File: config.mk
export PLATFORM = sky130hd
export DESIGN_NAME = seg7_char_reader
export DESIGN_NICKNAME = d
export VERILOG_FILES = /design/src/rtl/seg7_char_pkg.sv /design/src/rtl/seg7_char_decode.sv /design/src/rtl/seg7_char_reader.sv
export SDC_FILE = /design/constraint.sdc
export NUM_CORES = 1
export LEC_CHECK = 0
export ABC_AREA = 1
export BUFFER_PORTS_ARGS = -buffer_cell sky130_fd_sc_hd__buf_2
export CAP_MARGIN = 40
export CORE_MARGIN = 2
export CORE_UTILIZATION = 30
export CTS_CLUSTER_SIZE = 28
export DETAILED_ROUTE_END_ITERATION = 16
export HOLD_SLACK_MARGIN = 0.03
export PLACE_DENSITY = 0.51
export SYNTH_ARGS = -nofsm -noshare
export SYNTH_HDL_FRONTEND = slang
export SYNTH_SLANG_ARGS = --single-unit
File: constraint.sdc
create_clock -name Clock -period 5.11 [get_ports Clock]
set_input_delay 1.022 -clock Clock [delete_from_list [all_inputs] [get_ports Clock]]
set_output_delay 1.022 -clock Clock [all_outputs]
set_load 0.1 [all_outputs]
File: src/rtl/seg7_char_pkg.sv
// Shared constants and state type for the 2-bit character 7-segment reader.
// Segment patterns are active-low, index 0 = segment a ... 6 = segment g.
package seg7_char_pkg;

  localparam logic [0:6] SEG_D     = 7'b1000010;
  localparam logic [0:6] SEG_E     = 7'b0110000;
  localparam logic [0:6] SEG_1     = 7'b1001111;
  localparam logic [0:6] SEG_BLANK = 7'b1111111;

  localparam logic [1:0] CH_D     = 2'b00;
  localparam logic [1:0] CH_E     = 2'b01;
  localparam logic [1:0] CH_1     = 2'b10;
  localparam logic [1:0] CH_BLANK = 2'b11;

  localparam logic [1:0] ROT_NONE = 2'b11;

  typedef enum logic [1:0] {
    IDLE,
    SETTLE,
    DECODE,
    VALID
  } state_t;

endpackage

File: src/rtl/seg7_char_decode.sv
// Combinational decode of one active-low 7-segment pattern back to its 2-bit code.
// Unknown patterns report code 11 with legal low.
module seg7_char_decode
  import seg7_char_pkg::*;
(
  input  logic [0:6] seg,
  output logic [1:0] code,
  output logic       legal
);

  always_comb begin
    code  = CH_BLANK;
    legal = 1'b1;
    case (seg)
      SEG_D:     code = CH_D;
      SEG_E:     code = CH_E;
      SEG_1:     code = CH_1;
      SEG_BLANK: code = CH_BLANK;
      default:   legal = 1'b0;
    endcase
  end

endmodule

File: src/rtl/seg7_char_reader.sv
// Samples three 7-segment buses, waits for them to settle, decodes each digit and
// reports which rotation of the reference word is displayed.
module seg7_char_reader
  import seg7_char_pkg::*;
#(
  parameter int STABLE_CYCLES  = 4,
  parameter int TIMEOUT_CYCLES = 255
) (
  input  logic       Clock,
  input  logic       Resetn,
  input  logic       Sample,
  input  logic [0:6] HEXL,
  input  logic [0:6] HEXM,
  input  logic [0:6] HEXR,
  input  logic [5:0] RefWord,
  output logic       Ready,
  output logic       Valid,
  input  logic       Ack,
  output logic [1:0] CharL,
  output logic [1:0] CharM,
  output logic [1:0] CharR,
  output logic [1:0] Rot,
  output logic       Err,
  output logic       Timeout
);

  localparam int CW = $clog2(TIMEOUT_CYCLES + 1);
  localparam logic [CW-1:0] STABLE_LAST  = CW'(STABLE_CYCLES - 1);
  localparam logic [CW-1:0] TIMEOUT_LAST = CW'(TIMEOUT_CYCLES - 1);

  state_t          state, state_nx;
  logic [0:6]      shadow_l, shadow_m, shadow_r;
  logic [CW-1:0]   stable_cnt, to_cnt;
  logic [1:0]      code_l, code_m, code_r;
  logic            legal_l, legal_m, legal_r;
  logic            same, settled, timed_out, all_legal;
  logic [1:0]      rot_sel;

  seg7_char_decode u_dec_l (.seg(shadow_l), .code(code_l), .legal(legal_l));
  seg7_char_decode u_dec_m (.seg(shadow_m), .code(code_m), .legal(legal_m));
  seg7_char_decode u_dec_r (.seg(shadow_r), .code(code_r), .legal(legal_r));

  assign same      = ({HEXL, HEXM, HEXR} == {shadow_l, shadow_m, shadow_r});
  assign settled   = same && (stable_cnt == STABLE_LAST);
  assign timed_out = !settled && (to_cnt == TIMEOUT_LAST);
  assign all_legal = legal_l && legal_m && legal_r;

  assign Ready = (state == IDLE);
  assign Valid = (state == VALID);

  // Lowest matching rotation wins; any illegal digit forces no-match.
  always_comb begin
    rot_sel = ROT_NONE;
    if (all_legal) begin
      if ({code_l, code_m, code_r} == {RefWord[5:4], RefWord[3:2], RefWord[1:0]})
        rot_sel = 2'd0;
      else if ({code_l, code_m, code_r} == {RefWord[3:2], RefWord[1:0], RefWord[5:4]})
        rot_sel = 2'd1;
      else if ({code_l, code_m, code_r} == {RefWord[1:0], RefWord[5:4], RefWord[3:2]})
        rot_sel = 2'd2;
    end
  end

  always_ff @(posedge Clock) begin
    if (!Resetn) state <= IDLE;
    else         state <= state_nx;
  end

  always_comb begin
    state_nx = state;
    case (state)
      IDLE:    if (Sample) state_nx = SETTLE;
      SETTLE: begin
        if (settled)        state_nx = DECODE;
        else if (timed_out) state_nx = VALID;
      end
      DECODE:  state_nx = VALID;
      VALID:   if (Ack) state_nx = IDLE;
      default: state_nx = IDLE;
    endcase
  end

  // Results are only touched on DECODE or timeout, so they persist through IDLE.
  always_ff @(posedge Clock) begin
    if (!Resetn) begin
      shadow_l   <= SEG_BLANK;
      shadow_m   <= SEG_BLANK;
      shadow_r   <= SEG_BLANK;
      stable_cnt <= '0;
      to_cnt     <= '0;
      CharL      <= CH_BLANK;
      CharM      <= CH_BLANK;
      CharR      <= CH_BLANK;
      Rot        <= ROT_NONE;
      Err        <= 1'b0;
      Timeout    <= 1'b0;
    end else begin
      case (state)
        IDLE: begin
          if (Sample) begin
            shadow_l   <= HEXL;
            shadow_m   <= HEXM;
            shadow_r   <= HEXR;
            stable_cnt <= '0;
            to_cnt     <= '0;
          end
        end
        SETTLE: begin
          if (to_cnt != TIMEOUT_LAST) to_cnt <= to_cnt + 1'b1;
          if (same) begin
            if (stable_cnt != STABLE_LAST) stable_cnt <= stable_cnt + 1'b1;
          end else begin
            shadow_l   <= HEXL;
            shadow_m   <= HEXM;
            shadow_r   <= HEXR;
            stable_cnt <= '0;
          end
          if (timed_out) begin
            CharL   <= CH_BLANK;
            CharM   <= CH_BLANK;
            CharR   <= CH_BLANK;
            Rot     <= ROT_NONE;
            Err     <= 1'b1;
            Timeout <= 1'b1;
          end
        end
        DECODE: begin
          CharL   <= code_l;
          CharM   <= code_m;
          CharR   <= code_r;
          Rot     <= rot_sel;
          Err     <= !all_legal;
          Timeout <= 1'b0;
        end
        default: ;
      endcase
    end
  end

endmodule

== Yosys cells after proc, flatten, opt, wreduce, memory -nomap -nowiden ==
Index checks and enable logic that the tools add are counted.

* Register bits: 49
* Bits of input ports: 31
* Word-level logic and storage cells: 98
* Output and inout bits: 12

* Mux-type cells: 37
* Add/subtract/negate cells: 2
* Equality and inequality tests: 30
* Reductions and logical operators: 17

{| class="wikitable"
|+ Operators with widths
! operator !! count
|-
| $eq A7 B7 Y1 const B || 9
|-
| $mux W7 || 6
|-
| $pmux W7 S2 || 3
|-
| $mux W8 || 4
|-
| $pmux W8 S2 || 2
|-
| $eq A21 B21 Y1 || 1
|-
| $eq A7 B6 Y1 const B || 3
|-
| $eq A6 B6 Y1 || 3
|-
| $pmux W2 S3 || 3
|-
| $add A8 B1 Y8 const B || 2
|-
| $pmux W2 S2 || 4
|-
| $mux W2 || 7
|-
| $reduce_and A3 Y1 || 4
|-
| $reduce_or A4 Y1 || 3
|-
| $eq A8 B2 Y1 const B || 1
|-
| $eq A8 B8 Y1 const B || 1
|-
| $ne A2 B2 Y1 const B || 4
|-
| $ne A8 B2 Y1 const B || 1
|-
| $ne A8 B8 Y1 const B || 1
|-
| $pmux W2 S4 || 1
|-
| $ne A3 B3 Y1 const B || 2
|-
| $mux W1 || 5
|-
| $eq A2 B2 Y1 const B || 2
|-
| $logic_and A1 B1 Y1 || 4
|-
| 7 further kinds || 10
|}

== Logic depth before layout (Yosys ltp) ==
* Depth after elaboration: 8
* Mapped depth: 15
* Depth with buffers taken out: 15

== Modules after synthesis ==
From an unflattened synthesis, not the netlist that was laid out.

* Cell total of the unflattened synthesis: 510
* Area, all modules: 3,165.5 µm²

{| class="wikitable"
|+ Modules (own cells, without submodules)
! module !! sequential area each (µm²) !! area each (µm²) !! cells an instance !! times used
|-
| seg7_char_reader || 980.9 || 2,835.2 || 432 || 1
|-
| seg7_char_decode || 0.0 || 110.1 || 26 || 3
|}

== Least setup slack after synthesis ==
OpenSTA, ideal clock, no wires.

* Path kind: reg-to-reg
* From: register state[0]
* To: register stable_cnt[7]
* Buffers on the path: 0
* Required time: 5.040 ns
* Period minus slack after synthesis: 2.445 ns
* Library setup time: 0.070 ns
* Cell stages (with the launch flop): 11
* Path slack: 2.665 ns
* Arrival: 2.375 ns
* Cell sequence: dfxtp_1 -> inv_1 -> ha_1 -> inv_1 -> a21oi_4 -> inv_1 -> nor2_1 -> inv_2 -> a21oi_1 -> o211ai_1 -> a21oi_1

* Word-level cells in the longest chain between the ends: 3
* Elaborated cells on any way between the ends: 7
* Those cells by class: 3 x eq/ne; 1 x mux; 3 x reduce/logical

{| class="wikitable"
|+ RTL lines
! element !! line !! text
|-
| start: declaration || seg7_char_reader.sv:31 || <nowiki>state_t state, state_nx;</nowiki>
|-
| start signal: assignment || seg7_char_reader.sv:66 || <nowiki>else state <= state_nx;</nowiki>
|-
| $logic_not A2 Y1 * || n/a ||
|-
| net Ready || seg7_char_reader.sv:16 || <nowiki>output logic Ready,</nowiki>
|-
| $ne A2 B2 Y1 (no line) or $reduce_bool A2 Y1 (tied branches) || n/a ||
|-
| $reduce_and A3 Y1 (no line) || n/a ||
|-
| end signal: assignment || seg7_char_reader.sv:111 || <nowiki>if (stable_cnt != STABLE_LAST) stable_cnt <= stable_cnt + 1'b1;</nowiki>
|-
| end: declaration || seg7_char_reader.sv:33 || <nowiki>logic [CW-1:0] stable_cnt, to_cnt;</nowiki>
|}

The timed path passes the listed nets; every way through them passes the cells marked *.
A chain may end at the register's enable or synchronous reset.

== Worst setup path after layout ==
* From: input HEXL[5] in the netlist's numbering
* To: register shadow_l[0] in the netlist's numbering

* Word-level cells in the longest chain between the ends: 3

{| class="wikitable"
|+ RTL lines
! element !! line !! text
|-
| start: declaration || seg7_char_reader.sv:12 || <nowiki>input logic [0:6] HEXL,</nowiki>
|-
| $eq A21 B21 Y1 || seg7_char_reader.sv:43 || <nowiki>assign same = ({HEXL, HEXM, HEXR} == {shadow_l, shadow_m, shadow_r});</nowiki>
|-
| $ne A2 B2 Y1 (no line) || n/a ||
|-
| $reduce_and A3 Y1 (no line) || n/a ||
|-
| end signal: assignment || seg7_char_reader.sv:86 || <nowiki>shadow_l <= SEG_BLANK;</nowiki>
|-
| end signal: assignment || seg7_char_reader.sv:101 || <nowiki>shadow_l <= HEXL;</nowiki>
|-
| end signal: assignment || seg7_char_reader.sv:113 || <nowiki>shadow_l <= HEXL;</nowiki>
|-
| end: declaration || seg7_char_reader.sv:32 || <nowiki>logic [0:6] shadow_l, shadow_m, shadow_r;</nowiki>
|}

No other way between the ends.

==> impl_metrics.py <==
metrics = {
    "worst_setup_path": {
        "crit_family": "simple AND/OR/NAND/NOR gates",
        "crit_start": "HEXL[5]",
        "critical_path_class": "input port to register",
        "end_kind": "register",
        "crit_path_max_fanout": 38,
        "crit_required_ns": 5.27,
        "max_stage_delay_ns": 0.54,
        "crit_path_top_delay_cell": "nand2_2",
        "path_cells": "buf_2, inv_1, nand2_1, nand2_1, nor2_1, nand2_1, nor2_2, nand4_2, nand2_2, inv_1, nand2_1, o211ai_1",
        "critPathBufInv": 3,
        "path_common_cell": "nand2_1",
        "r2r-start": "state[1]",
        "cp.arrival_ns": 2.91,
        "startpoint_type": "input port",
    },
    "hold_path": {
        "min_from": "Timeout",
        "hold_path_class": "register to register",
    },
    "pwr": {
        "p_per_area_mw_per_mm2": 513.1,
        "p_leak_uw": 0.001813,
        "power_uw": 1843,
        "vdd_drop_max_uv": 252.8,
    },
    "cells_and_area": {
        "multi_input_area_mm2": 0.001869,
        "antenna_cells": 0,
        "drive_above_1_share": 0.1293,
        "nets": 594,
        "fillers": 1178,
        "syn_to_final_growth_pct": 11.54,
        "mostFrequentLayoutCells": "178 x nand2_1, 61 x inv_1, 49 x dfxtp_1, 48 x nor2_1, 45 x nand3_1",
        "layout_commonest_cell": "nand2_1",
        "stdcell_area_mm2": 0.003592,
        "seq_area_um2": 980.9,
        "instances_no_fill": 693,
    },
    "sta": {
        "rsz0062_at_grt": "no",
        "period_share": 0.5390,
        "skew_ns": 0.007459,
        "post-route-min-period_ns": 2.754,
        "fin_setup_tns_ns": 0,
        "slew_violations": 0,
        "final_hold_viol_count": 0,
        "setup_viol": 0,
        "slew_headroom": 0.5378,
        "worst_pin_slew_ns": 0.6909,
        "timing.fmax_mhz": 363.1,
    },
    "floorplan": {
        "core_area_mm2": 0.01037,
        "dieArea_mm2": 0.01158,
        "initial_core_util": 0.3106,
        "ioPinCount": 43,
        "die_h_um": 107.6,
        "die_w_um": 107.6,
        "row_count": 37,
    },
    "yosys": {
        "syn_avg_cell_area_um2": 6.205,
        "synth_cells": 519,
        "synth_cell_types": 30,
        "yosys_warnings": 0,
        "yosysTopAreaCell": "dfxtp_1",
        "ys_ff_latch": 49,
        "ys_seq_area_frac": 0.3046,
        "synth_top_cells_by_area": "dfxtp_1 30%, nand2_1 21%, inv_1 7.1%, nand3_1 7.0%, nor2_1 5.6%",
        "netlist_area_mm2": 0.003221,
        "synth_nets": 557,
        "post-synth-top-area-fraction": 0.3046,
    },
    "cts": {
        "cts_resized": 0,
        "htree_levels": 2,
        "clk_pin_slew_ns": 0.09,
        "cts_buffers": 5,
        "cts_max_path_buffers": 2,
        "tritoncts": "done",
        "ctsHoldBuffers": 0,
        "clkSinkCount": 49,
        "clock_latency_ns": 0.31,
        "cts_setup_buffers": 0,
        "cts-root-buf": "clkbuf_8",
    },
    "grt": {
        "grt_pass1_wl_um": 13380,
        "gr-total-overflow": 0,
        "antenna_found_initial": 0,
        "grt_use_total": 0.1448,
        "grtUsageMet2": 0.2381,
        "grt-busiest-layer": "met2",
        "grt_util_met1": 0.1965,
        "grt_max_degree": 39,
        "grt_pass1_vias": 2833,
        "grtUsageMet3": 0.02300,
    },
    "run": {
        "cap_violations": 0,
    },
    "placed_design": {
        "io_buffers": 42,
        "hpwl_um": 6202,
        "dp_cells": 685,
        "placed_area_mm2": 0.003508,
        "gp_congestion": 0.8391,
    },
    "status": {
        "outcome": "complete, no violations",
    },
    "drt": {
        "avgRoutedWirePerCell_um": 11.73,
        "drt_iter0_markers": 155,
        "drt-pass1-iter-count": 4,
        "wl_um": 8126,
        "ant_nets": 0,
        "vias_per_cell": 4.629,
        "num_vias": 3208,
        "drc": 0,
    },
}
worst reg2reg max path, cell delays in order, from the launching register on:
cell and delay [ns]:
dfxtp_1 0.39, inv_1 0.10, ha_1 0.27, inv_1 0.38, a21oi_4 0.15, nand2_2 0.55
inv_1 0.40, nand2_1 0.14, o211ai_1 0.09
worst paths after layout:
check	to	slack [ns]	depth (start not counted)
setup / recovery	shadow_l[0]	2.36	12
hold / removal	Timeout	0.49	2
setup reg to reg	shadow_l[0]	2.50	8
hold reg to reg	Timeout	0.49	2
state kept, by name, indices dropped and copies added, names as in the netlist:
name,cells
shadow_l,7
CharL,2
shadow_m,7
Err,1
to_cnt,8
CharM,2
shadow_r,7
state,2
CharR,2
stable_cnt,8
Rot,2
Timeout,1
power breakdown:
part           leakage, uW  internal (uW)  switching [uW]
clock network    0.0000385           97.3             137
registers         0.000403            503             142
logic              0.00137            266             698
total              0.00181            867             977
cell families (layout without fill, tap and decap cells):
group | Yosys count | in the layout | synth area share
and+or+nand+nor | 303 | 303 | 0.3939
buffers and inverters | 86 | 124 | 0.1150
adders and majority gates | 7 | 7 | 0.02719
AOI/OAI and AO/OA | 58 | 58 | 0.1158
DFF | 49 | 49 | 0.3046
xor gates and xnor gates | 16 | 16 | 0.04351
per-layer routing:
layer	part of all wire	routed length, um
met1	0.51	4114
met2	0.46	3717
met3	0.025	206
met4	0.011	87
met5	0	0
final cells by class:
type,count,area share
Multi-Input combinational cell,384,0.5204
Sequential cell,49,0.2731
Inverter,74,0.07732
Timing Repair Buffer,42,0.05852
Tap cell,136,0.04737
Clock buffer,7,0.02125
Clock inverter,1,0.002090
synthesized netlist by cell type (all sizes together):
library cell	number
a21boi	1
a21oi	20
a41o	1
buf	8
clkbuf	4
dfxtp	49
ha	7
inv	74
nand2	181
nand3	46
nand3b	1
nand4	11
nor2	51
nor3	13
o211ai	22
o21ai	13
o22ai	1
xnor2	6
xor2	10
through the flow:
stage / utilization / setup slack (ns) / hold WS (ns)
after global routing: 0.3464 / 2.070 / 0.5180
after floorplan: - / 2.665 / 0.4518
after CTS: 0.3464 / 2.314 / 0.4914
final: 0.3464 / 2.356 / 0.4891
after global placement: 0.3383 / 2.070 / 0.4776
after detailed placement: 0.3383 / 1.970 / 0.4772
Note: power is estimated with default switching activity, not from simulation.
